$ cat src/rtl/arb_pkg.sv
// Shared types and sizes for the 4-requester arbiter.
package arb_pkg;
   localparam int N_REQ = 4;
   localparam int ID_W  = 2;

   typedef enum logic {IDLE, OWN} state_t;
endpackage

$ cat src/rtl/arb_msb_pick4.sv
// Combinational MSB-first pick over a 4-bit vector, with the search order
// rotated by ptr so that requester ptr-1 is searched first and ptr last.
module arb_msb_pick4
   import arb_pkg::*;
(
   input  logic [N_REQ-1:0] v,
   input  logic [ID_W-1:0]  ptr,
   output logic [N_REQ-1:0] onehot,
   output logic [ID_W-1:0]  idx,
   output logic             found
);
   logic [N_REQ-1:0] rot;
   logic [ID_W-1:0]  ridx;

   // rot[j] = v[j+ptr]: position 3 holds requester ptr-1, position 0 holds ptr.
   always_comb begin
      rot = '0;
      for (int j = 0; j < N_REQ; j++)
         rot[j] = v[ID_W'(j) + ptr];
   end

   always_comb begin
      ridx = '0;
      for (int j = 0; j < N_REQ; j++)
         if (rot[j]) ridx = ID_W'(j);
   end

   assign found  = |rot;
   assign idx    = ridx + ptr;
   assign onehot = found ? (N_REQ'(1) << idx) : '0;
endmodule

$ cat src/rtl/msb_req_arbiter4.sv
// Locking 4-way arbiter with hold-time expiry; registered one-hot grant.
// Define ARB_ROUND_ROBIN_EN to rotate priority after each new grant.
module msb_req_arbiter4
   import arb_pkg::*;
#(
   parameter int MAX_HOLD = 4,
   parameter int CNT_W    = 3
)(
   input  logic             clk,
   input  logic             rst,
   input  logic [N_REQ-1:0] req,
   output logic [N_REQ-1:0] gnt,
   output logic [ID_W-1:0]  gnt_id,
   output logic             gnt_vld
);
   localparam logic [CNT_W-1:0] HOLD_LAST = CNT_W'(MAX_HOLD - 1);

   state_t           state, state_n;
   logic [CNT_W-1:0] hold_cnt, hold_cnt_n;
   logic [N_REQ-1:0] gnt_n;
   logic [ID_W-1:0]  gnt_id_n;
   logic             gnt_vld_n;
   logic [ID_W-1:0]  ptr;

   logic [N_REQ-1:0] others;
   logic [N_REQ-1:0] req_oh, oth_oh;
   logic [ID_W-1:0]  req_idx, oth_idx;
   logic             req_found, oth_found;

   assign others = req & ~gnt;

   arb_msb_pick4 u_pick_req (
      .v      (req),
      .ptr    (ptr),
      .onehot (req_oh),
      .idx    (req_idx),
      .found  (req_found)
   );

   arb_msb_pick4 u_pick_oth (
      .v      (others),
      .ptr    (ptr),
      .onehot (oth_oh),
      .idx    (oth_idx),
      .found  (oth_found)
   );

   always_comb begin
      state_n    = state;
      hold_cnt_n = hold_cnt;
      gnt_n      = gnt;
      gnt_id_n   = gnt_id;
      gnt_vld_n  = gnt_vld;
      case (state)
         IDLE: begin
            if (req_found) begin
               state_n    = OWN;
               gnt_n      = req_oh;
               gnt_id_n   = req_idx;
               gnt_vld_n  = 1'b1;
               hold_cnt_n = '0;
            end
         end
         OWN: begin
            if ((req & gnt) == '0) begin
               // Owner released: hand over directly, no idle bubble.
               hold_cnt_n = '0;
               if (req_found) begin
                  gnt_n     = req_oh;
                  gnt_id_n  = req_idx;
                  gnt_vld_n = 1'b1;
               end else begin
                  state_n   = IDLE;
                  gnt_n     = '0;
                  gnt_id_n  = '0;
                  gnt_vld_n = 1'b0;
               end
            end else if (hold_cnt < HOLD_LAST) begin
               hold_cnt_n = hold_cnt + 1'b1;
            end else begin
               // Hold expired: pass on only if someone else is waiting.
               hold_cnt_n = '0;
               if (oth_found) begin
                  gnt_n    = oth_oh;
                  gnt_id_n = oth_idx;
               end
            end
         end
         default: begin
            state_n    = IDLE;
            hold_cnt_n = '0;
            gnt_n      = '0;
            gnt_id_n   = '0;
            gnt_vld_n  = 1'b0;
         end
      endcase
   end

   always_ff @(posedge clk) begin
      if (rst) begin
         state    <= IDLE;
         hold_cnt <= '0;
         gnt      <= '0;
         gnt_id   <= '0;
         gnt_vld  <= 1'b0;
      end else begin
         state    <= state_n;
         hold_cnt <= hold_cnt_n;
         gnt      <= gnt_n;
         gnt_id   <= gnt_id_n;
         gnt_vld  <= gnt_vld_n;
      end
   end

`ifdef ARB_ROUND_ROBIN_EN
   // Every new grant goes to a different requester than before, so a
   // change of the one-hot grant to non-zero marks a new winner.
   always_ff @(posedge clk) begin
      if (rst)
         ptr <= '0;
      else if (gnt_vld_n && (gnt_n != gnt))
         ptr <= gnt_id_n;
   end
`else
   assign ptr = '0;
`endif
endmodule

$ cat config.mk
export PLATFORM = sky130hd
export DESIGN_NAME = msb_req_arbiter4
export DESIGN_NICKNAME = d
export VERILOG_FILES = /design/src/rtl/arb_pkg.sv /design/src/rtl/arb_msb_pick4.sv /design/src/rtl/msb_req_arbiter4.sv
export SDC_FILE = /design/constraint.sdc
export NUM_CORES = 1
export LEC_CHECK = 0
export CORE_AREA = 2 2 39 41
export CTS_CLUSTER_DIAMETER = 60
export DETAILED_ROUTE_END_ITERATION = 10
export DIE_AREA = 0 0 41 43
export GPL_ROUTABILITY_DRIVEN = 1
export GPL_TIMING_DRIVEN = 1
export PLACE_DENSITY = 0.83
export SLEW_MARGIN = 20
export SYNTH_ARGS = -nofsm -noshare
export SYNTH_HDL_FRONTEND = slang
export SYNTH_SLANG_ARGS = --single-unit
$ cat constraint.sdc
create_clock -name clk -period 3.5 [get_ports clk]
set_input_delay 0.7 -clock clk [delete_from_list [all_inputs] [get_ports clk]]
set_output_delay 0.7 -clock clk [all_outputs]
set_load 0.05 [all_outputs]
==> impl_summary.txt <==
----------------------------------------------------
[Run status]
  Result of the run ... finished, final reports clean

[Worst setup path]
  Critical path buffers and inverters ... 1
  Stage delay of the slowest cell on the critical path ... 520 ps
  Startpoint-to-endpoint class of the critical path ... input pin to register
  Type of element launching the critical path ... input pin
  Arrival @ worst endpoint ... 2370 ps
  Critical path required time ... 3640 ps
  Largest fanout on the critical path ... 8
  Family of cells with the greatest summed delay on the critical path ... simple AND/OR/NAND/NOR gates
  Critical path's slowest cell ... clkdlybuf4s50_1
  Type of destination of the critical path ... register
  Worst path cell trace ... clkdlybuf4s50_1 > nor4_2 > nand2b_1 > o211ai_4 > mux2i_1 > nor2_1

[Timing]
  Max frequency ... 0.4482 GHz
  Unrepaired setup endpoints after global routing ... no
  Count of pins over their slew limit ... 0
  Worst-margin pin slew ... 496.8 ps
  Ratio of final minimum period to clock period ... 63.74%
  Final worst slack ... 1269 ps
  Maximum clock skew at final layout ... 4.404 ps
  Tmin final ... 2231 ps
  Max transition margin ... 66.78%
  Final hold violations ... 0
  Setup TNS after final layout ... 0 ps
  Final setup vio count ... 0

[Logic synthesis]
  Synth Warn # ... 0
  Most repeated cell in the gate-level netlist after synthesis ... dfxtp_1
  Simple-gate portion of the synthesized area ... 22.75%
  Share of synthesized area spent on multiplexers ... 7.339%
  Post-Synth XOR/XNOR Area ... 1.284%
  Async SR Flop Fraction ... 0%
  Adder and majority cell fraction of the synthesized area ... 1.835%
  Cell accounting for the most synthesized area ... dfxtp_1
  Primary FF master, synth ... dfxtp_1
  Part of the Yosys area used for sequential elements ... 32.29%
  Compound-cell area share of the yosys netlist ... 28.26%
  Share of the synthesized area in the top cell type ... 32.29%
  Most area-consuming cells after synthesis ... dfxtp_1 32%, mux2i_1 7.3%, a21oi_1 4.4%
  Leading cell types by count after synthesis ... 11 x dfxtp_1, 6 x a21oi_1, 5 x mux2i_1, 5 x nor2_1, 4 x nor2b_1
  Cell count after synthesis ... 73
  Count of unique library cells instantiated by Yosys ... 34
  Dominant combinational cell family by area after synthesis ... compound AO/OA/AOI/OAI gates
  Post-synthesis cell area ... 681.9 µm²
  Flop and latch count out of synthesis ... 11
  Synthesized area per cell ... 9.341 µm²
  Number of flops mapped to enable cells by yosys ... 0
  Net count after synthesis ... 80

[Place]
  PortBufs ... 12
  Global placer's final weighted congestion ... 0.8273
  Count of placed standard cells including taps ... 97
  Setup Slack @ Placement ... 996.0 ps
  Post-DP HPWL ... 1039 µm

[Clock network]
  Resized cells post-CTS ... 0
  Number of buffers added by the clock tree synthesis step ... 3
  Deepest clock path buffer count ... 2
  CTS root buffer ... clkbuf_4
  Number of clock sinks seen by CTS ... 11
  Number of buffers inserted for hold repair after clock tree synthesis ... 0
  Clock tree from TritonCTS ... done
  Clock latency at the later pin of the worst-skew pair ... 260 ps
  Clock transition at the registers of the reported paths ... 70 ps
  CTS H-tree depth ... 1
  Postcts setup bufs ... 0

[Finish]
  # diodes ... 0
  Total Nets Final ... 93
  Layout cells sized above 1 ... 17.65%
  Area taken by flip-flops and latches ... 220.2 µm²
  Area growth from synthesis to layout ... 19.82%
  Filler cell count in the final layout ... 118
  Footprint of the multi-input gates ... 419.2 µm²
  Non-filler cells in the finished layout ... 101

[Floorplanning]
  Num rows ... 14
  Die outline area ... 1763 µm²
  Chip Height ... 43 µm
  Chip Width ... 41 µm
  Core area ... 1384 µm²
  Starting density of the core ... 49.28%
  Io pins ... 13

[Global route]
  Global Route Usage Sum ... 18.91%
  Antenna violations before repair ... 0
  Largest net degree at the start of global routing ... 12
  GR Overflow Total ... 0
  Global-route wire length before repair ... 2366 µm
  Via count of the first global-routing pass ... 569

[Route]
  Number of vias per cell ... 5.634
  Final routed wire length divided by cell count ... 13.15 µm
  Antenna Violating Nets Remaining ... 0
  Number of iterations in the first detailed-routing pass ... 4
  DRT iter0 DRCs ... 18
  Count of unresolved DRC violations after routing ... 0
  Routed Wire Length ... 1328 µm
  Vias ... 569

[Min path]
  Hold/Removal Path Class ... register to register

[Power and ir drop]
  Cell area power density ... 389.5 nW/µm²
  Leakage power ... 0.3096 nW
  IR Drop Worst-Case VDD ... 0.2507 mV

[Job]
  Max Cap Viol ... 0

----------------------------------------------------
[tightest hold or removal path, stage by stage, from the launching register on]
cell and delay (ps):
dfxtp_1 310, nand2_1 50, a21oi_1 50
[registers in the layout (all words and copies together), names as in the netlist]
name and count:
hold_cnt 3, state 1, gnt 4, gnt_vld 1, gnt_id 2
[per-layer routing]
metal	track usage [%]	up-vias	part of all wire (%)
li1	-	293	-
met1	25.66	263	44
met2	29.06	13	52
met3	6.806	0	3.9
met4	2.000	0	0
met5	0	-	0
[cells by family after synthesis]
logic type | after synthesis
DFF | 11
muxes | 5
AOI/OAI and AO/OA | 23
and+or+nand+nor | 25
xor gates and xnor gates | 1
buffers and inverters | 7
adders and majority gates | 1
[worst paths after layout]
path | slack, ps | endpoint | start | depth (start not counted)
max | 1270 | gnt[2]$_SDFFE_PP0P_ | req[3] | 6
min | 460 | gnt_id[1]$_SDFFE_PP0P_ | gnt_id[1]$_SDFFE_PP0P_ | 2
max reg2reg | 1960 | gnt_id[0]$_SDFFE_PP0P_ | gnt[1]$_SDFFE_PP0P_ | 5
min reg2reg | 460 | gnt_id[1]$_SDFFE_PP0P_ | gnt_id[1]$_SDFFE_PP0P_ | 2
[cell type report]
type / instances / share of cell area, %
inverter: 3 / 1.378
sequential: 11 / 26.95
timing repair buffer: 12 / 14.70
tap: 16 / 2.450
clock buffer: 4 / 3.216
multi-input combinational: 55 / 51.30
[cell usage in the layout (no fill, tap or decap), types with 2 or more instances in the layout]
master | Yosys | routed
nor2b_1 | 4 | 4
a211oi_1 | 2 | 2
clkdlybuf4s50_1 | 0 | 12
clkbuf_4 | 0 | 3
mux2i_1 | 5 | 5
o21ai_0 | 3 | 3
nor3_1 | 2 | 2
a21oi_1 | 6 | 6
dfxtp_1 | 11 | 11
nand2b_1 | 3 | 3
inv_1 | 3 | 3
nor3_2 | 3 | 3
nor2_1 | 5 | 5
nand2_1 | 3 | 3
[power breakdown]
| group | total, mW | internal, mW | switching [mW] |
|---|---|---|---|
| Sequential | 0.142 | 0.133 | 0.00876 |
| Combinational | 0.0933 | 0.0369 | 0.0564 |
| Clock | 0.0828 | 0.0440 | 0.0388 |
[per-stage QoR]
step / hold WS, ps / power (mW) / util (%) / area (µm²)
floorplan: 496.7 / 0.2113 / - / 681.9
global placement: 454.2 / 0.2371 / 57.14 / 790.8
detailed placement: 450.3 / 0.2381 / 57.14 / 790.8
CTS: 463.2 / 0.3223 / 59.04 / 817.0
global route: 495.0 / 0.3382 / 59.04 / 817.0
finish: 460.5 / 0.3182 / 59.04 / 817.0
Note: power is estimated with default switching activity, not from simulation.
